$ cat src/rtl/recovery_sequencer.sv
// recovery_sequencer: drain, flush, RAT restore and fetch redirect after a mispredict or exception (optional RECOVERY_BULK_COPY_EN)
module recovery_sequencer #(
   parameter int          RETRAT_WIDTH = 6,
   parameter int          RETRAT_DEPTH = 32,
   parameter int          FLUSH_CYCLES = 2,
   parameter logic [31:0] EXCP_VECTOR  = 32'h0000_0080
) (
   input  logic                                 CLK,
   input  logic                                 RESET,
   input  logic                                 FREEZE,
   input  logic                                 misp_req_IN,
   input  logic [31:0]                          misp_target_PC_IN,
   input  logic                                 excp_req_IN,
   input  logic                                 memPending_IN,
   input  logic [RETRAT_WIDTH*RETRAT_DEPTH-1:0] retRat_IN,
   output logic                                 busy_OUT,
   output logic                                 flushEm_OUT,
   output logic                                 ratWrEn_OUT,
   output logic [$clog2(RETRAT_DEPTH)-1:0]      ratWrIdx_OUT,
   output logic [RETRAT_WIDTH-1:0]              ratWrData_OUT,
   output logic                                 copyRetRat_OUT,
   output logic                                 fROB_set_PC_OUT,
   output logic [31:0]                          fROB_target_PC_OUT
);
   localparam int IW = $clog2(RETRAT_DEPTH);
   typedef enum logic [2:0] {IDLE, DRAIN, FLUSH, RESTORE, REDIRECT} state_t;
   state_t                  state, state_n;
   logic [3:0]              cnt, cnt_n;
   logic [IW-1:0]           idx, idx_n;
   logic [31:0]             tgt, tgt_n;
   logic                    busy_n, flush_n, wren_n, copy_n, setpc_n;
   logic [IW-1:0]           widx_n;
   logic [RETRAT_WIDTH-1:0] wdata_n;
   logic [31:0]             tpc_n;
   logic [RETRAT_WIDTH-1:0] ent [RETRAT_DEPTH];
   for (genvar i = 0; i < RETRAT_DEPTH; i++) begin : g_ent
      assign ent[i] = retRat_IN[(RETRAT_DEPTH-1-i)*RETRAT_WIDTH +: RETRAT_WIDTH];
   end
   // state, counters, latched target and registered outputs; FREEZE holds everything
   always_ff @(posedge CLK) begin
      if (RESET) begin
         state              <= IDLE;
         cnt                <= '0;
         idx                <= '0;
         tgt                <= '0;
         busy_OUT           <= 1'b0;
         flushEm_OUT        <= 1'b0;
         ratWrEn_OUT        <= 1'b0;
         ratWrIdx_OUT       <= '0;
         ratWrData_OUT      <= '0;
         copyRetRat_OUT     <= 1'b0;
         fROB_set_PC_OUT    <= 1'b0;
         fROB_target_PC_OUT <= '0;
      end else if (!FREEZE) begin
         state              <= state_n;
         cnt                <= cnt_n;
         idx                <= idx_n;
         tgt                <= tgt_n;
         busy_OUT           <= busy_n;
         flushEm_OUT        <= flush_n;
         ratWrEn_OUT        <= wren_n;
         ratWrIdx_OUT       <= widx_n;
         ratWrData_OUT      <= wdata_n;
         copyRetRat_OUT     <= copy_n;
         fROB_set_PC_OUT    <= setpc_n;
         fROB_target_PC_OUT <= tpc_n;
      end
   end
   // next state and counters; exception beats a simultaneous mispredict
   always_comb begin
      state_n = state;
      cnt_n   = cnt;
      idx_n   = idx;
      tgt_n   = tgt;
      case (state)
         IDLE: if (excp_req_IN || misp_req_IN) begin
            state_n = DRAIN;
            tgt_n   = excp_req_IN ? EXCP_VECTOR : misp_target_PC_IN;
         end
         DRAIN: if (!memPending_IN) begin
            state_n = FLUSH;
            cnt_n   = 4'(FLUSH_CYCLES - 1);
         end
         FLUSH: if (cnt == 4'd0) state_n = RESTORE;
                else cnt_n = cnt - 4'd1;
`ifdef RECOVERY_BULK_COPY_EN
         RESTORE: state_n = REDIRECT;
`else
         RESTORE: if (idx == IW'(RETRAT_DEPTH - 1)) begin
            state_n = REDIRECT;
            idx_n   = '0;
         end else idx_n = idx + IW'(1);
`endif
         REDIRECT: state_n = IDLE;
         default:  state_n = IDLE;
      endcase
   end
   // outputs for the cycle entered on the next edge, so every output comes straight from a flop
   always_comb begin
      busy_n  = state_n != IDLE;
      flush_n = state_n == FLUSH;
      setpc_n = state_n == REDIRECT;
      tpc_n   = setpc_n ? tgt_n : fROB_target_PC_OUT;
`ifdef RECOVERY_BULK_COPY_EN
      wren_n  = 1'b0;
      copy_n  = state_n == RESTORE;
      widx_n  = '0;
      wdata_n = '0;
`else
      wren_n  = state_n == RESTORE;
      copy_n  = 1'b0;
      widx_n  = wren_n ? idx_n : '0;
      wdata_n = wren_n ? ent[idx_n] : '0;
`endif
   end
endmodule

$ cat config.mk
export PLATFORM = sky130hd
export DESIGN_NAME = recovery_sequencer
export DESIGN_NICKNAME = d
export VERILOG_FILES = /design/src/rtl/recovery_sequencer.sv
export SDC_FILE = /design/constraint.sdc
export NUM_CORES = 1
export LEC_CHECK = 0
export CAP_MARGIN = 20
export CELL_PAD_IN_SITES_DETAIL_PLACEMENT = 2
export CELL_PAD_IN_SITES_GLOBAL_PLACEMENT = 2
export CORE_MARGIN = 4
export CORE_UTILIZATION = 23
export DETAILED_ROUTE_END_ITERATION = 10
export GPL_ROUTABILITY_DRIVEN = 0
export PLACE_DENSITY = 0.91
export SETUP_SLACK_MARGIN = 0.5
export SLEW_MARGIN = 20
export SYNTH_ARGS = -nofsm -noshare
export SYNTH_HDL_FRONTEND = slang
export SYNTH_SLANG_ARGS = --single-unit
$ cat constraint.sdc
create_clock -name CLK -period 6.6 [get_ports CLK]
set_clock_uncertainty 0.15 [all_clocks]
set_input_delay 1.32 -clock CLK [delete_from_list [all_inputs] [get_ports CLK]]
set_output_delay 1.32 -clock CLK [all_outputs]
set_load 0.03 [all_outputs]
* Yosys cells after proc, flatten, opt, wreduce, memory -nomap -nowiden
Cells that the tools add are included.
W data, S select, Z words.
** Storage, ports and cells
- Bits in registers :: 91
- Bits of input ports :: 230
- Output and inout port bits :: 48
- Word-level logic and storage cells :: 50
** Operators by class
- Add/subtract/negate cells :: 2
- Magnitude comparators :: 1
- Eq/ne operators :: 9
- Muxes and demuxes :: 18
- Bitwise operators :: 2
- Reduce and logical (&&, ||, !) cells :: 7
** Operator list (number)
- $mux W32 :: 3
- $bmux W6 S5 :: 1
- $mux W6 :: 3
- $mux W5 :: 3
- $eq A3 B2 Y1 const B :: 4
- $mux W3 :: 4
- $pmux W3 S4 :: 1
- $mux W4 :: 2
- $pmux W4 S2 :: 1
- $ge A6 B6 Y1 const B :: 1
- $not A5 Y6 :: 1
- $add A5 B1 Y5 const B :: 1
- $eq A5 B5 Y1 const B :: 1
- $logic_not A4 Y1 :: 1
- $ne A2 B2 Y1 const B :: 2
- $reduce_and A4 Y1 :: 1
- $sub A4 B1 Y4 const B :: 1
- $eq A3 B1 Y1 const B :: 1
- $eq A3 B3 Y1 const B :: 1
- $logic_not A3 Y1 :: 1
- $reduce_bool A3 Y1 :: 1
- $reduce_and A2 Y1 :: 1
- $reduce_bool A2 Y1 :: 1
- $logic_or A1 B1 Y1 :: 1
- $not A1 Y1 :: 1

* Depth between registers and ports, before layout
- Depth in word-level cells :: 8
- Gate-level depth with buffers :: 16
- Depth with buffers taken out :: 10

* Least setup slack after synthesis
OpenSTA, ideal clock, no wires.
- Kind :: register to register
- Start point :: register idx[0]
- End point :: register ratWrData_OUT[0]
- Library setup time :: 134 ps
- Arrival time :: 3013 ps
- Required time :: 6316 ps
- Path slack :: 3303 ps
- Cell stages (with the launch flop) :: 14
- Buffers on the path :: 4
- Clock period less this slack :: 3297 ps
- Cells stage by stage :: dfxtp_1 > ha_1 > and3_1 > ha_1 > buf_4 > nor4bb_4 > buf_6 > o21a_1 > buf_6 > buf_12 > mux4_2 > a22oi_1 > a21oi_1 > or4_1
** On the way
- Word-level cells in the longest chain between the ends :: 8
- Elaborated cells between the ends (all ways) :: 12
- Classes of those cells :: add/sub (1); eq/ne (2); mux (8); bitwise (1)
** RTL lines
- from (decl) :: RTL line 29 : logic [IW-1:0] idx, idx_n;
- from (signal assigned) :: RTL line 57 : idx <= idx_n;
- $add A5 B1 Y5 / $eq A5 B5 Y1 (equally long branches) :: RTL line 92, 89
- $mux W5 :: RTL line 89 : RESTORE: if (idx == IW'(RETRAT_DEPTH - 1)) begin
- $mux W5 :: RTL line 75 : case (state)
- $not A5 Y6 (implied by the code) :: RTL line 113 : wdata_n = wren_n ? ent[idx_n] : '0;
- $bmux W6 S5 :: RTL line 113
- $mux W6 (implied by the code) (2 in a row) :: RTL line 113
- $mux W6 (*) :: RTL line 113
- to (signal assigned) :: RTL line 63 : ratWrData_OUT <= wdata_n;
- to (decl) :: RTL line 20 : output logic [RETRAT_WIDTH-1:0] ratWrData_OUT,
Mark *: on every way between the ends. The rest lies on a longest branch, timed or not. The select of a mux whose other input is x is not followed.
A chain may end at the register's enable or synchronous reset.

* Worst setup path in the final report
- Start point :: register idx[0]
- End point :: register ratWrData_OUT[4]
The elaborated chain is that of the path after synthesis.

==> results.sh <==
export IMPL_path_max_fanout=35
export IMPL_min_path_cells=2
export IMPL_setup_viol=0
export IMPL_clock_sinks=91
export IMPL_drt_pass1_iterations=4
export IMPL_numCtsBuffers=9
export IMPL_synth_distinct_cells=47
export IMPL_dieArea_um2=27800
export IMPL_power_frac_comb_pct=23.7
export IMPL_setup_tns_ns=0
export IMPL_die_h_um=167
export IMPL_start_kind="flop"
export IMPL_drc_errors=0
export IMPL_synth_adder_area_share_pct=0.865
export IMPL_power_internal_mw=1.02
export IMPL_cts_hold_fix_buffers=0
export IMPL_synth_compound_area_share_pct=18.5
export IMPL_cts_tree="yes"
export IMPL_synth_area_leaders="dfxtp_1 31%, nand2_1 8.3%, nor2_1 8.3%"
export IMPL_wl_per_cell_um=21.6
export IMPL_fmax_mhz=214
export IMPL_syn_area_per_cell_um2=7.50
export IMPL_vias=6817
export IMPL_finalPower_mw=1.42
export IMPL_dieWidth_um=167
export IMPL_synthMuxAreaShare_pct=12.2
export IMPL_worstSkewPairLatency_ns=0.35
export IMPL_crit_type="flop to flop"
export IMPL_hold_viol_final=0
export IMPL_p_clk_share_pct=36.1
export IMPL_startpoint="idx[0]$_SDFFE_PP0N_"
export IMPL_whs_ns=0.325
export IMPL_synth_flop_cell="dfxtp_1"
export IMPL_seqPwrFrac_pct=40.2
export IMPL_timing_rr_start="idx[0]$_SDFFE_PP0N_"
export IMPL_yosys_area_share_simple_pct=30.2
export IMPL_swShare_pct=27.8
export IMPL_reg2reg_slack_ns=1.92
export IMPL_syn_inst=772
export IMPL_row_count=57
export IMPL_overflow=0
export IMPL_grt_pass1_vias=7450
export IMPL_p_sw_mw=0.394
export IMPL_worstHoldPathType="flop to flop"
export IMPL_outcome="finished clean"
export IMPL_rsz0062_at_grt="false"
export IMPL_tightestPinTransition_ns=1.11
export IMPL_syn_area_um2=5790
export IMPL_fin_crit_sh_pct=71.0
export IMPL_peakVddDrop_v=0.000115
export IMPL_syn_to_final_growth_pct=55.4
export IMPL_worst_ep_arrival_time_ns=4.76
export IMPL_place_hpwl_mm=21.6
export IMPL_end_kind="flop"
export IMPL_r2r_cells=10
export IMPL_clock_root_buffer="clkbuf_16"
export IMPL_start_util_pct=23.6
export IMPL_io_buffers=276
export IMPL_yosysSeqAreaShare_pct=31.5
export IMPL_drtIter0Drc=328
export IMPL_antenna_found_initial=6
export IMPL_period_needed_ns=4.68
export IMPL_ant_nets=0
export IMPL_cap_violations=0
export IMPL_post_cts_repair_setup_buffers=0
export IMPL_drive_above_1_share_pct=5.70
export IMPL_synth_edff_count=0
export IMPL_min_from="ratWrIdx_OUT[4]$_SDFFE_PP0N_"
export IMPL_routed_wl_mm=28.7
export IMPL_cp_required_ns=6.68
export IMPL_vias_per_cell=5.13
export IMPL_core_um2=24500
export IMPL_synth_top_area_share_pct=31.5
export IMPL_clkTransAtPathRegs_ns=0.07
export IMPL_relSlewSlack_pct=25.7
export IMPL_layout_nets=1229
export IMPL_synth_area_leader_cell="dfxtp_1"
export IMPL_synth_nets=1006
export IMPL_hold_end="ratWrIdx_OUT[4]$_SDFFE_PP0N_"
export IMPL_htreeDepth=3
export IMPL_grt_usage_pct=20.0
export IMPL_ys_async_sr_fraction_pct=0
export IMPL_synth_warnings=0
export IMPL_cts_resized=0
export IMPL_grt_max_degree=89
export IMPL_r2r_end="ratWrData_OUT[4]$_SDFFE_PP0N_"
export IMPL_maxSlewViolCount=0
export IMPL_synth_seq_cells=91
export IMPL_power_leakage_nw=3.16
export IMPL_p_per_area_nw_per_um2=158
export IMPL_clockBufferDepth=2
export IMPL_synth_top_family_by_area="simple AND/OR/NAND/NOR gates"
export IMPL_io_pins=278
export IMPL_grt_pass1_wl_mm=44.2
export IMPL_synth_xor_area_share_pct=0.151
==> kinds of logic after synthesis <==
logic type      after synthesis
compound gates              175
xor+xnor                      1
fa+ha+maj                     4
buf+inv                      81
flops                        91
mux                          37
other cells                   1
simple gates                382
==> layer usage <==
layer / vias up / GRT usage [%] / part of all wire, %
li1: 3178 / - / -
met1: 3408 / 22.5 / 40
met2: 178 / 36.6 / 52
met3: 51 / 4.88 / 4.5
met4: 2 / 7.33 / 3.7
met5: - / 0 / 0.045
==> synthesized netlist by cell type, types with 2 or more instances <==
master	count
o211a_1	2
mux2i_1	7
or3_1	2
mux4_1	8
o21a_1	2
a211oi_1	37
nand3b_1	2
nand4b_1	3
nor3_1	4
nand3_1	67
o21ai_0	11
buf_2	5
buf_1	2
nor2_1	128
o21ai_2	3
or4_1	6
nor4_1	2
nor2b_1	2
a21oi_1	92
o211ai_1	6
dfxtp_1	91
mux4_2	16
nor3b_1	32
buf_6	4
nand2_1	128
mux2_2	6
buf_4	5
inv_1	10
a21boi_0	2
a211o_1	2
clkbuf_1	54
a22oi_1	13
ha_1	4
==> power by group through the flow <==
stage          clock [mW]  combinational (mW)  sequential, mW
6_report            0.512               0.336           0.570
5_1_grt             0.549               0.365           0.572
4_1_cts             0.527               0.338           0.570
3_3_place_gp            0               0.324           0.581
3_5_place_dp            0               0.335           0.583
2_1_floorplan           0               0.149           0.581
==> worst max path at each step <==
stage                     cells after the start  slack (ns)                            end
final                                        10        1.92  ratWrData_OUT[4]$_SDFFE_PP0N_
after global placement                        9        2.04  ratWrData_OUT[5]$_SDFFE_PP0N_
after CTS                                     9        1.87  ratWrData_OUT[5]$_SDFFE_PP0N_
after floorplan                              13        3.30  ratWrData_OUT[0]$_SDFFE_PP0N_
after global routing                         10        1.71  ratWrData_OUT[4]$_SDFFE_PP0N_
after detailed placement                      9        1.89  ratWrData_OUT[5]$_SDFFE_PP0N_
==> layout make-up <==
| cell class | instances | area (um^2) |
|---|---|---|
| tap | 324 | 405 |
| sequential | 91 | 1820 |
| timing repair buffer | 283 | 2810 |
| fill | 2801 | 15500 |
| antenna | 5 | 12.5 |
| multi-input combinational | 600 | 3620 |
| inverter | 10 | 37.5 |
| clock inverter | 5 | 36.3 |
| clock buffer | 11 | 253 |
==> layout by cell type, fill, tap and decap left out, types with 3 or more instances in the layout <==
cell type,n
clkbuf_16,9
buf_4,7
a21oi_1,92
clkinvlp_4,3
nand2_1,128
or4_1,5
nor3b_1,32
ha_1,4
o211ai_1,6
mux4_2,16
a211oi_1,37
clkdlybuf4s50_1,274
o21ai_0,11
mux2i_1,6
mux4_1,8
a22oi_1,13
diode_2,5
dfxtp_1,91
nand4b_1,3
nand3_1,67
mux2_2,6
nor3_1,4
inv_1,10
nor2_1,128
==> flip-flops by register name (all words and copies together), names as in the netlist <==
| signal | count |
|---|---|
| ratWrEn_OUT | 1 |
| state | 3 |
| fROB_set_PC_OUT | 1 |
| busy_OUT | 1 |
| fROB_target_PC_OUT | 32 |
| tgt | 32 |
| cnt | 4 |
| ratWrData_OUT | 6 |
| flushEm_OUT | 1 |
| idx | 5 |
| ratWrIdx_OUT | 5 |
==> worst max-delay path: stages, from the launching register on <==
cell      delay, ns
dfxtp_1        0.47
ha_1           0.33
and3_1         0.20
ha_1           0.33
nor4bb_4       0.62
nand2_1        0.20
o21ai_4        0.88
mux4_2         0.41
a22oi_1        0.31
a21oi_1        0.14
or4_1          0.50
==> through the flow <==
step / area [um^2] / std cells / setup slack, ns / utilization (%)
after global placement: 8680 / 1308 / 2.04 / 35.4
after CTS: 8970 / 1324 / 1.87 / 36.6
after global routing: 8990 / 1328 / 1.71 / 36.7
final: 8990 / 1329 / 1.92 / 36.7
after detailed placement: 8680 / 1308 / 1.89 / 35.4
after floorplan: 5790 / 772 / 3.30 / -
No activity file was read; power rests on OpenSTA's default activity.
